===== config.mk =====
export PLATFORM = sky130hd
export DESIGN_NAME = mlp_layer_seq
export DESIGN_NICKNAME = d
export VERILOG_FILES = /design/src/rtl/mlp_layer_seq.sv
export SDC_FILE = /design/constraint.sdc
export NUM_CORES = 1
export LEC_CHECK = 0
export ABC_AREA = 0
export BUFFER_PORTS_ARGS = -buffer_cell sky130_fd_sc_hd__buf_2
export CORE_MARGIN = 5
export CORE_UTILIZATION = 30
export DETAILED_ROUTE_END_ITERATION = 10
export PLACE_DENSITY = 0.54
export SKIP_CTS_REPAIR_TIMING = 1
export SLEW_MARGIN = 20
export SYNTH_ARGS = -nofsm -noshare
export SYNTH_HDL_FRONTEND = slang
export SYNTH_SLANG_ARGS = --single-unit

===== constraint.sdc =====
create_clock -name clk -period 30.5 [get_ports clk]
set_clock_uncertainty 0.05 [all_clocks]
set_input_delay 1.525 -clock clk [delete_from_list [all_inputs] [get_ports clk]]
set_output_delay 1.525 -clock clk [all_outputs]
set_load 0.01 [all_outputs]

===== src/rtl/mlp_layer_seq.sv =====
`default_nettype none
// +--------------------------------------------------------------------------+
// | mlp_layer_seq : one fully-connected layer, one MAC per cycle, Q-format    |
// | Rev 1.0 - initial release                                                 |
// +--------------------------------------------------------------------------+
module mlp_layer_seq #(
   parameter int DATA_W = 16,
   parameter int FRAC_W = 8,
   parameter int N_IN   = 4,
   parameter int N_OUT  = 4,
   parameter int RELU   = 1,
   localparam int NPAR  = N_OUT * (N_IN + 1),
   localparam int AW    = $clog2(NPAR),
   localparam int NW    = (N_OUT > 1) ? $clog2(N_OUT) : 1
) (
   input  logic                     clk,
   input  logic                     reset,
   input  logic                     start,
   input  logic [N_IN*DATA_W-1:0]   in_data,
   input  logic                     wt_we,
   input  logic [AW-1:0]            wt_addr,
   input  logic [DATA_W-1:0]        wt_data,
   output logic [DATA_W-1:0]        out,
   output logic                     out_valid,
   output logic [NW-1:0]            out_idx,
   output logic                     busy,
   output logic                     finished
);

   localparam int c_ACC_W = 2 * DATA_W + $clog2(N_IN) + 1;
   localparam int c_SUM_W = c_ACC_W + 1;
   localparam int c_IW    = $clog2(N_IN + 1);
   localparam logic signed [c_SUM_W-1:0] c_SMAX =
      {{(c_SUM_W - DATA_W + 1){1'b0}}, {(DATA_W - 1){1'b1}}};
   localparam logic signed [c_SUM_W-1:0] c_SMIN =
      {{(c_SUM_W - DATA_W + 1){1'b1}}, {(DATA_W - 1){1'b0}}};

   typedef enum logic [1:0] {S_IDLE, S_MAC, S_OUT, S_DONE} state_t;

   state_t                    r_state;
   logic [DATA_W-1:0]         r_mem [NPAR];
   logic [N_IN*DATA_W-1:0]    r_xs;
   logic signed [c_ACC_W-1:0] r_acc;
   logic [c_IW-1:0]           r_i;
   logic [NW-1:0]             r_n;

   logic [AW-1:0]             w_raddr;
   logic signed [DATA_W-1:0]  w_par;
   logic signed [DATA_W-1:0]  w_x;
   logic signed [2*DATA_W-1:0] w_prod;
   logic [N_IN*DATA_W-1:0]    w_rot;
   logic signed [c_SUM_W-1:0] w_bias_sh;
   logic signed [c_SUM_W-1:0] w_sum;
   logic signed [c_SUM_W-1:0] w_shift;
   logic signed [c_SUM_W-1:0] w_act;
   logic [DATA_W-1:0]         w_res;

   // r_i reaches N_IN on the last MAC cycle, so the same address points at the bias in OUT
   assign w_raddr = AW'(int'(r_n) * (N_IN + 1) + int'(r_i));
   assign w_par   = r_mem[w_raddr];
   assign w_x     = r_xs[DATA_W-1:0];
   assign w_prod  = w_x * w_par;

   // Inputs rotate so x_i is always in the low word; N_IN rotations restore the vector
   if (N_IN > 1) begin : g_rot
      assign w_rot = {r_xs[DATA_W-1:0], r_xs[N_IN*DATA_W-1:DATA_W]};
   end else begin : g_norot
      assign w_rot = r_xs;
   end

   assign w_bias_sh = {{(c_SUM_W - DATA_W){w_par[DATA_W-1]}}, w_par} <<< FRAC_W;
   assign w_sum     = {r_acc[c_ACC_W-1], r_acc} + w_bias_sh;
   assign w_shift   = w_sum >>> FRAC_W;

   always_comb begin
      w_act = w_shift;
      if (RELU != 0 && w_shift[c_SUM_W-1]) begin
         w_act = '0;
      end
      if (w_act > c_SMAX) begin
         w_res = c_SMAX[DATA_W-1:0];
      end else if (w_act < c_SMIN) begin
         w_res = c_SMIN[DATA_W-1:0];
      end else begin
         w_res = w_act[DATA_W-1:0];
      end
   end

   // Parameter memory survives reset; busy low is exactly the IDLE/DONE window
   always_ff @(posedge clk) begin
      if (!reset && wt_we && !busy && (int'(wt_addr) < NPAR)) begin
         r_mem[wt_addr] <= wt_data;
      end
   end

   always_ff @(posedge clk) begin
      if (reset) begin
         r_state   <= S_IDLE;
         r_xs      <= '0;
         r_acc     <= '0;
         r_i       <= '0;
         r_n       <= '0;
         out       <= '0;
         out_idx   <= '0;
         out_valid <= 1'b0;
         busy      <= 1'b0;
         finished  <= 1'b0;
      end else begin
         out_valid <= 1'b0;
         case (r_state)
            S_IDLE, S_DONE: begin
               if (start) begin
                  r_xs     <= in_data;
                  r_acc    <= '0;
                  r_i      <= '0;
                  r_n      <= '0;
                  busy     <= 1'b1;
                  finished <= 1'b0;
                  r_state  <= S_MAC;
               end
            end
            S_MAC: begin
               r_acc <= r_acc + {{(c_ACC_W - 2*DATA_W){w_prod[2*DATA_W-1]}}, w_prod};
               r_xs  <= w_rot;
               r_i   <= r_i + 1'b1;
               if (r_i == c_IW'(N_IN - 1)) begin
                  r_state <= S_OUT;
               end
            end
            S_OUT: begin
               // Last neuron lingers one extra cycle in OUT so DONE lands one edge after its strobe
               if (out_valid) begin
                  busy     <= 1'b0;
                  finished <= 1'b1;
                  r_state  <= S_DONE;
               end else begin
                  out       <= w_res;
                  out_idx   <= r_n;
                  out_valid <= 1'b1;
                  r_acc     <= '0;
                  r_i       <= '0;
                  if (r_n != NW'(N_OUT - 1)) begin
                     r_n     <= r_n + 1'b1;
                     r_state <= S_MAC;
                  end
               end
            end
            default: r_state <= S_IDLE;
         endcase
      end
   end

endmodule
`default_nettype wire


Word-level counts from Yosys, hierarchy flattened
Memory sizes are Yosys's and may differ from the RTL's.
Cells that the tools add are included.
{"block": "totals", "ff_bits": 127, "ramBits": 320, "inputBits": 89, "memories": 1}
{"name": "r_mem", "words": 20, "width": 16, "read_ports": 1, "rd_ports_with_merged_regs": 0, "write_ports": 1, "line": "41", "text": "logic [DATA_W-1:0] r_mem [NPAR];"}
{"block": "op_classes", "add_sub_neg": 5, "mul": 2, "order_cmp": 3, "n_eq_ne": 11, "n_mux": 29, "bitwise_logic": 2, "n_reduce_logical": 16}
{"operator": "$pmux 64 s2", "count": 1}
{"operator": "$pmux 35 s3", "count": 1}
{"operator": "$mux 35", "count": 2}
{"operator": "$mux 64", "count": 1}
{"operator": "$add 35x24->36", "count": 1}
{"operator": "$add 35x35->35", "count": 1}
{"operator": "$mul 16x16->32", "count": 1}
{"operator": "$mux 16", "count": 2}
{"operator": "$lt 28x16->1 const B", "count": 1}
{"operator": "$gt 27x15->1 const B", "count": 1}
{"operator": "$mux 27", "count": 1}
{"operator": "$mux 2", "count": 7}
{"operator": "$ne 2x2->1 const B", "count": 6}
{"operator": "$pmux 3 s3", "count": 1}
{"operator": "$mux 1", "count": 7}
{"operator": "$mux 3", "count": 2}
{"operator": "$pmux 2 s3", "count": 1}
{"operator": "$reduce_and 2->1", "count": 3}
{"operator": "$reduce_and 3->1", "count": 2}
{"operator": "$add 5x3->5", "count": 1}
{"operator": "$lt 5x5->1 const B", "count": 1}
{"operator": "$mul 2x3->5 const B", "count": 1}
{"operator": "$eq 2x2->1 const B", "count": 2}
{"operator": "$pmux 1 s2", "count": 2}
{"operator": "other kinds (13)", "count": 19}

Longest topological paths before layout
Gate-level depths: netlist (run 1).
An unclocked memory read counts as a cell.
{"block": "depth", "depth_word": 8, "depth_mapped": 43, "ltp_nobuf": 41}

Worst setup path after synthesis (run 1)
OpenSTA, ideal clock, no wires.
{"block": "synth_timing", "path_kind": "reg-to-reg", "start": "register r_n[1]", "end": "register r_acc[34]", "setup_time_ns": 0.076, "arrival_time_ns": 11.090, "required_ns": 30.374, "slack_ns": 19.284, "path_stages_with_launch": 41, "cell_sequence": "dfxtp_1 ha_1 ha_1 fa_1 xor2_1 buf_2 mux4_2 mux2i_1 clkbuf_1 nor2b_1 fa_1 inv_1 fa_1 fa_1 fa_1 inv_1 fa_1 inv_1 (+5 left out) a21o_1 a221oi_1 o31ai_1 a21o_1 a21o_1 a21oi_1 o21bai_1 xor2_1 ha_1 and3_1 nand2_1 or4_4 a31oi_4 a41oi_2 a31oi_1 xnor3_1 or3_1 a31oi_1"}
{"block": "synth_between", "elab_chain_len": 6}
{"item": "from (decl)", "line": "45", "text": "logic [NW-1:0] r_n;"}
{"item": "from (signal assigned)", "line": "143", "text": "r_n <= r_n + 1'b1;"}
{"item": "$mul 2x3->5", "line": "59", "text": "assign w_raddr = AW'(int'(r_n) * (N_IN + 1) + int'(r_i));"}
{"item": "$add 5x3->5", "line": "59"}
{"item": "$mem_v2 20x16"}
{"item": "$mul 16x16->32", "line": "62", "text": "assign w_prod = w_x * w_par;"}
{"item": "$add 35x35->35", "line": "123", "text": "r_acc <= r_acc + {{(c_ACC_W - 2*DATA_W){w_prod[2*DATA_W-1]}}, w_prod};"}
{"item": "$pmux 35 s3", "line": "110", "text": "case (r_state)"}
{"item": "to (signal assigned)", "line": "123"}
{"item": "to (decl)", "line": "43", "text": "logic signed [c_ACC_W-1:0] r_acc;"}
No other way between the ends.
A chain may end at the register's enable or synchronous reset.

Final worst setup path (run 1)
Ends and elaborated chain as after synthesis.

==> results of run 1 <==
cells in the mapped netlist, types with 5 or more instances:
cell type	n	area share (%)
a211o_1	5	0.14
a211oi_1	75	1.9
a211oi_2	12	0.50
a21o_1	43	1.1
a21oi_1	67	1.1
a21oi_2	5	0.14
a22o_1	9	0.26
a22oi_1	21	0.52
a31oi_1	11	0.23
and2_1	24	0.50
buf_1	22	0.27
buf_2	8	0.13
clkbuf_1	82	1.0
dfxtp_1	127	8.4
edfxtp_1	320	32
fa_1	265	18
ha_1	156	6.4
inv_1	333	4.1
mux2_2	7	0.26
mux2i_1	77	2.5
mux4_2	96	7.1
nand2_1	166	2.1
nand2b_1	13	0.27
nand3_1	23	0.38
nand3b_1	5	0.12
nand4_1	6	0.12
nor2_1	199	2.5
nor2b_1	126	2.6
nor3_1	14	0.23
o21a_1	10	0.25
o21ai_0	35	0.58
o21bai_1	12	0.30
or2_2	5	0.10
or3_1	7	0.14
xnor2_1	59	1.7
xor2_1	21	0.61
worst register-to-register path, delay by kind of cell, from the launching register on:
kind | cells | cell delay, ps
buffers and inverters | 7 | 1300
DFF | 1 | 430
adders and majority gates | 10 | 4640
AOI/OAI and AO/OA | 12 | 2390
and+or+nand+nor | 5 | 1360
xor gates and xnor gates | 2 | 390
muxes | 3 | 1110
stage by stage:
step	hold WS [ps]	instance area [µm²]	worst slack (ps)	util (%)
6_report	407.0	34260	18770	34.21
3_5_place_dp	400.4	32540	18690	32.50
4_1_cts	407.6	34220	18680	34.17
2_1_floorplan	386.2	30300	19280	-
5_1_grt	436.7	34260	18170	34.21
3_3_place_gp	393.5	32540	18830	32.50
flip-flops by register name, indices dropped and copies added, names as in the netlist:
register / cells
finished: 1
busy: 1
out: 16
r_state: 2
out_valid: 1
r_n: 2
r_i: 3
r_xs: 64
r_mem: 320
out_idx: 2
r_acc: 35
cell families (layout without fill, tap and decap cells):
family	Yosys count	in the layout	synth area share (%)
AND/OR/NAND/NOR	603	603	9.407
XOR/XNOR	81	81	2.387
multiplexers	180	180	9.940
buffers and inverters	446	594	5.583
adder cells (fa/ha/maj)	421	421	23.95
AO/OA/AOI/OAI	355	355	8.623
flip-flops	447	447	40.11
other	0	1	0
cell type report:
| class | count | share of cell area, % |
|---|---|---|
| antenna | 1 | 0.007304 |
| clock buffer | 65 | 4.061 |
| clock inverter | 32 | 0.8253 |
| inverter | 333 | 3.648 |
| multi-input combinational | 1640 | 48.37 |
| sequential | 447 | 35.47 |
| tap | 1298 | 4.740 |
| timing repair buffer | 164 | 2.881 |
routing by layer:
metal  up-vias  track usage, %  routed length [µm]  part of all wire [%]
met1      9656           18.04               32710                    42
met2       282           26.51               41360                    53
li1       8977               -                   -                     -
met4         4           3.038                1303                   1.7
met5         -               0                  24                 0.031
met3        93           1.925                2450                   3.1
worst min-delay path by stage:
| stage | end | cells past startpoint |
|---|---|---|
| after floorplan | r_acc[0] | 2 |
| final | r_acc[0] | 2 |
| after CTS | r_acc[0] | 2 |
| after global placement | r_acc[0] | 2 |
| after detailed placement | r_acc[0] | 2 |
| after global routing | out[15] | 1 |
==> summary.md, run 1 <==
| Metric | Value |
|---|---|
| Min-delay worst type | `flip-flop to flip-flop` |
| All-layer global routing usage | `14.38%` |
| H-tree levels | `2` |
| Worst hold path startpoint | `r_acc[0]` |
| Routed WL per cell | `19.56 µm` |
| Vias per cell | `approximately 4.8` |
| Setup crit end | `r_acc[34]` |
| Max-slew violations | `0` |
| Synth warn | `0` |
| Placed cells | `roughly 3900` |
| Setup TNS | `0 ps` |
| Post-DRT Antenna Nets | `0` |
| Upper clock frequency limit | `0.08527 GHz` |
| Post-synth net total | `3043` |
| Root Driver | `clkbuf_16` |
| Combined area of the multi-input logic cells | `16570 µm²` |
| Top FF cell, synth | `edfxtp_1` |
| Worst-case clock buffer depth | `3` |
| Worst Path Buf+Inv | `7` |
| Worst skew pair latency | `620 ps` |
| Tcrit/Tclk final | `38.45%` |
| Detailed router's first-iteration violation count | `1112` |
| Flop-to-flop setup slack | `approximately 19000 ps` |
| # IOs | `110` |
| Worst-Margin Slew | `~1000 ps` |
| Post-synth EDFFs | `320` |
| DRC | `0` |
| Most used cell, CP | `fa_1` |
| Worst path max stage delay | `680 ps` |
| Distinct cells, synth | `82` |
| First-pass GRT wire length | `119900 µm` |
| DIE AREA | `between 100000 and 150000 µm²` |
| Worst R2R End | `r_acc[34]` |
| CP startpoint | `r_n[1]` |
| DR vias | `roughly 19000` |
| Register area | `12150 µm²` |
| Clock-pin slew on the worst setup and hold paths | `approximately 60 ps` |
| Setup CP Type | `flip-flop to flip-flop` |
| Placer Congestion | `0.7765` |
| Most common cell after layout, fill and taps aside | `inv_1` |
| Crit path max-delay family | `adder cells` |
| # rows | `116` |
| Reg2reg start | `r_n[1]` |
| Relative slew slack | `30.41%` |
| Syn Std Cell Area | `between 30000 and 40000 µm²` |
| Area grow syn2layout | `13.08%` |
| CP arrival | `12210 ps` |
| Final non-filler cell total | `3980` |
| CP Depth | `39` |
| CTS tree | `done` |
| Top fanout value on the critical path | `50` |
| Die Ht | `327.8 µm` |
| Initial antenna violation count | `4` |
| Post-Synthesis Cells | `between 2000 and 3000` |
| Share of cells above drive strength 1 | `15.81%` |
| Worst R2R Path Depth | `39` |
| Crit path required time | `30990 ps` |
| DP HPWL | `55000 µm` |
| Final min period | `11730 ps` |
| Starting Density | `30.25%` |
| Fillers | `9929` |
| Final setup violation count | `0` |
| CTS buffer count | `52` |
| First-pass detailed-route iteration total | `8` |
| Critical Path Start Type | `flip-flop` |
| FFs w/ async S/R, synth | `0%` |
| Unrepaired setup endpoints after global routing | `no` |
| Total of max-cap violations | `0` |
| Sequential share of the synthesized area | `40.11%` |
| Most frequent cells in the layout | `inv_1, edfxtp_1, fa_1` |
| Final hold vios | `0` |
| Worst path slowest cell | `buf_4` |
| Die Wd | `approximately 330 µm` |
| Clock sinks | `447` |
| CP endpoint kind | `flip-flop` |
| Largest net degree at the start of global routing | `92` |
| CORE AREA | `100100 µm²` |
| Avg Cell Area, Syn | `11.96 µm²` |
| GRT Residual Overflow | `0` |
| Number of global-route vias before repair | `19740` |
| Drt total wl | `just under 80000 µm` |
| Status | `complete, no violations` |
| Seq cells post-synth | `447` |
| Fin nets | `3148` |
| Port Buf Inserts | `109` |
Power of run 1 is not shown: default switching activity piles up to over one toggle a cycle in this logic, so the estimate is an artifact.
==> run 2: changes to the inputs <==
Clock period 30.5 ns to 12 ns, I/O delays scaled along.
==> summary.md, run 2 (synthesized netlist as in run 1, its figures left out) <==
| Metric | Value |
|---|---|
| First-pass detailed-route iteration total | `5` |
| # rows | `116` |
| Hold Crit Depth | `3` |
| Share of cells above drive strength 1 | `15.59%` |
| Clock-pin slew on the worst setup and hold paths | `approximately 70 ps` |
| Worst skew pair latency | `roughly 620 ps` |
| Critical Path Start Type | `flip-flop` |
| Starting Density | `30.25%` |
| Final setup violation count | `0` |
| Die Wd | `327.8 µm` |
| DIE AREA | `107500 µm²` |
| Placer Congestion | `0.8006` |
| Register area | `12150 µm²` |
| CP Depth | `40` |
| Detailed router's first-iteration violation count | `~1100` |
| # IOs | `110` |
| Combined area of the multi-input logic cells | `between 15000 and 20000 µm²` |
| Most frequent cells in the layout | `inv_1, edfxtp_1, fa_1` |
| Worst-Margin Slew | `1023 ps` |
| Final min period | `~11000 ps` |
| Number of global-route vias before repair | `19730` |
| DP HPWL | `roughly 56000 µm` |
| Initial antenna violation count | `5` |
| Crit path max-delay family | `adder cells` |
| Port Buf Inserts | `109` |
| Fillers | `9925` |
| Min-delay worst type | `input pin to flip-flop` |
| Fin nets | `3152` |
| Status | `complete, no violations` |
| Setup CP Type | `flip-flop to flip-flop` |
| Final hold vios | `0` |
| Total of max-cap violations | `0` |
| CP arrival | `about 12000 ps` |
| H-tree levels | `2` |
| Worst Path Buf+Inv | `7` |
| Most used cell, CP | `fa_1` |
| DR vias | `19070` |
| Antenna diodes | `0` |
| Biggest regs | `r_mem: 320 flops, r_xs: 64 flops, r_acc: 35 flops` |
| Relative slew slack | `31.72%` |
| Max-slew violations | `0` |
| Most common cell after layout, fill and taps aside | `inv_1` |
| Drt total wl | `76630 µm` |
| CTS buffer count | `50` |
| Worst R2R Path Depth | `40` |
| Crit path required time | `12450 ps` |
| GRT Residual Overflow | `0` |
| CORE AREA | `100100 µm²` |
| Top fanout value on the critical path | `16` |
| Vias per cell | `4.792` |
| Tcrit/Tclk final | `93.52%` |
| Area grow syn2layout | `13.14%` |
| First-pass GRT wire length | `119300 µm` |
| Upper clock frequency limit | `0.08911 GHz` |
| DRC | `0` |
| CP endpoint kind | `flip-flop` |
| Worst-case clock buffer depth | `3` |
| Clock sinks | `between 400 and 500` |
| Root Driver | `clkbuf_16` |
| Max reg flops | `320` |
| Die Ht | `327.8 µm` |
| Largest Register | `r_mem` |
| Unrepaired setup endpoints after global routing | `no` |
| Worst path max stage delay | `580 ps` |
| Worst path slowest cell | `fa_1` |
| Routed WL per cell | `19.25 µm` |
| All-layer global routing usage | `14.27%` |
| Setup TNS | `0 ps` |
| Largest net degree at the start of global routing | `116` |
| CTS tree | `done` |
| Post-DRT Antenna Nets | `0` |
==> run 2: path summary, 6_finish.rpt <==
kind | from | endpoint | slack, ps
setup / recovery | r_n[1] | r_acc[34] | 780
hold / removal | in_data[2] | r_xs[2] | 260
setup reg to reg | r_n[1] | r_acc[34] | 780
hold reg to reg | r_acc[0] | r_acc[0] | 410
==> run 2: routing by layer <==
layer | global-route usage [%] | up-vias | wire, µm | share of wire [%]
met1 | 18.12 | 9661 | 31970 | 42
met4 | 3.681 | 6 | 1957 | 2.6
met3 | 1.919 | 101 | 2880 | 3.8
met5 | 0 | - | 37 | 0.048
li1 | - | 8970 | - | -
met2 | 25.70 | 334 | 39790 | 52
==> run 2: worst reg2reg max path, delay by kind of cell (launching register included) <==
family,cells,cell delay (ps)
mux,2,730
buf+inv,7,930
flops,1,420
fa+ha+maj,11,4780
xor+xnor,3,540
compound gates,12,2370
simple gates,5,1330
==> run 2: per-stage QoR <==
stage | setup slack, ps | util (%) | std cells | hold slack (ps) | area, µm²
after floorplan | 784.2 | - | 2533 | 386.2 | 30300
after CTS | 698.9 | 34.21 | 3979 | 226.4 | 34260
final | 777.4 | 34.23 | 3980 | 264.4 | 34280
after global placement | 852.8 | 32.57 | 3887 | 395.1 | 32620
after global routing | 115.0 | 34.23 | 3980 | 258.6 | 34280
after detailed placement | 741.8 | 32.57 | 3887 | 402.9 | 32620
==> run 2: cell type report <==
cell class	instances	area share, %
Clock buffer	62	3.811
Tap cell	1298	4.738
Timing Repair Buffer	170	3.030
Multi-Input combinational cell	1640	48.34
Inverter	333	3.646
Clock inverter	30	0.9819
Sequential cell	447	35.45
Power of run 2 is left out for the same reason.
==> run 3: changes to the inputs <==
Settings changed: CORE_MARGIN 5 to 2.
==> summary.md, run 3 (synthesized netlist as in run 1, its figures left out) <==
| Metric | Value |
|---|---|
| Area grow syn2layout | `13.79%` |
| Largest net degree at the start of global routing | `87` |
| GRT Residual Overflow | `0` |
| Initial antenna violation count | `3` |
| DRC | `0` |
| Most frequent cells in the layout | `inv_1, edfxtp_1, fa_1` |
| Max-slew violations | `0` |
| DIE AREA | `103600 µm²` |
| Critical Path Start Type | `flip-flop` |
| Unrepaired setup endpoints after global routing | `no` |
| Share of cells above drive strength 1 | `15.71%` |
| Root Driver | `clkbuf_16` |
| H-tree levels | `2` |
| Most used cell, CP | `fa_1` |
| First-pass detailed-route iteration total | `5` |
| Upper clock frequency limit | `0.08885 GHz` |
| Reg2reg start | `r_n[1]` |
| # rows | `116` |
| Fin nets | `3154` |
| Status | `complete, no violations` |
| Drt total wl | `78110 µm` |
| Top fanout value on the critical path | `12` |
| Final setup violation count | `0` |
| DP HPWL | `between 50000 and 60000 µm` |
| First-pass GRT wire length | `119900 µm` |
| Worst hold path startpoint | `in_data[22]` |
| Worst skew pair latency | `between 600 and 700 ps` |
| Post-DRT Antenna Nets | `0` |
| Worst-Margin Slew | `~1100 ps` |
| Clock sinks | `447` |
| Die Ht | `321.8 µm` |
| Min-delay worst type | `input pin to flip-flop` |
| Port Buf Inserts | `109` |
| Crit path required time | `12500 ps` |
| Setup CP Type | `flip-flop to flip-flop` |
| Tcrit/Tclk final | `93.79%` |
| Routed WL per cell | `19.60 µm` |
| # IOs | `110` |
| Biggest regs | `r_mem: 320 flops, r_xs: 64 flops, r_acc: 35 flops` |
| Number of global-route vias before repair | `just under 20000` |
| Starting Density | `30.25%` |
| CP endpoint kind | `flip-flop` |
| Most common cell after layout, fill and taps aside | `inv_1` |
| Clock-pin slew on the worst setup and hold paths | `~70 ps` |
| DR vias | `18960` |
| Setup TNS | `0 ps` |
| Worst R2R End | `r_acc[34]` |
| Largest Register | `r_mem` |
| Worst-case clock buffer depth | `3` |
| Total of max-cap violations | `0` |
| Hold Crit Depth | `3` |
| Worst path max stage delay | `590 ps` |
| Relative slew slack | `25.61%` |
| Vias per cell | `4.757` |
| Worst R2R Path Depth | `40` |
| CTS tree | `done` |
| CORE AREA | `100100 µm²` |
| Final hold vios | `0` |
| Final min period | `11250 ps` |
| Worst path slowest cell | `or4_4` |
| Flop-to-flop setup slack | `750 ps` |
| All-layer global routing usage | `15.19%` |
| Max reg flops | `320` |
| Detailed router's first-iteration violation count | `998` |
| CP arrival | `between 10000 and 15000 ps` |
| CTS buffer count | `between 50 and 60` |
| Hold Crit Endpoint | `r_xs[22]` |
| Placer Congestion | `0.8003` |
| Die Wd | `between 300 and 400 µm` |
run 3: cell count changes in the layout (fill, tap and decap cells not counted), sizes merged:
cell / before / now
buf: 170 / 169
clkbuf: 62 / 69
diode: 0 / 1
inv: 336 / 335
run 3: area by class of cell:
| type | count | area, µm² |
|---|---|---|
| clock inverter | 29 | 345.3 |
| clock buffer | 69 | 1459 |
| antenna | 1 | 2.502 |
| inverter | 333 | 1250 |
| tap | 1298 | 1624 |
| timing repair buffer | 169 | 1036 |
| fill | 9933 | 65670 |
| sequential | 447 | 12150 |
| multi-input combinational | 1640 | 16610 |
run 3: through the flow:
| stage | hold WS (ps) | std cells | worst slack, ps | utilization [%] | cell area (µm²) |
|---|---|---|---|---|---|
| floorplan | 386.2 | 2533 | 784.2 | - | 30300 |
| global placement | 392.0 | 3887 | 791.9 | 32.62 | 32670 |
| detailed placement | 407.8 | 3887 | 699.1 | 32.62 | 32670 |
| CTS | 214.8 | 3985 | 700.4 | 34.42 | 34470 |
| global route | 244.8 | 3986 | 72.93 | 34.43 | 34480 |
| finish | 261.1 | 3986 | 745.4 | 34.43 | 34480 |
run 3: worst max-delay path: cells and delay by family, from the launching register on:
family	cells	cell delay, ps
flip-flops	1	420
AND/OR/NAND/NOR	7	1610
adder cells (fa/ha/maj)	11	4810
multiplexers	2	620
buffers and inverters	7	870
AO/OA/AOI/OAI	10	1910
XOR/XNOR	3	890
run 3: worst max-delay path by stage:
stage	depth (start not counted)	slack, ps	startpoint	end
after floorplan	40	780	r_n[1]	r_acc[34]
after global placement	40	790	r_n[1]	r_acc[34]
after detailed placement	40	700	r_n[1]	r_acc[34]
after CTS	40	700	r_n[1]	r_acc[34]
after global routing	40	70	r_n[1]	r_acc[34]
final	40	750	r_n[1]	r_acc[34]
run 3: layer usage:
layer  vias up  share of wire, %  GRT usage, %  routed length, µm
met5         -             0.036             0                 28
met1      9628                43         19.15              33550
met4         4               1.9         3.759               1506
met2       263                52         27.64              40740
met3        89               2.9         1.629               2282
li1       8979                 -             -                  -
Power of run 3 is left out for the same reason.
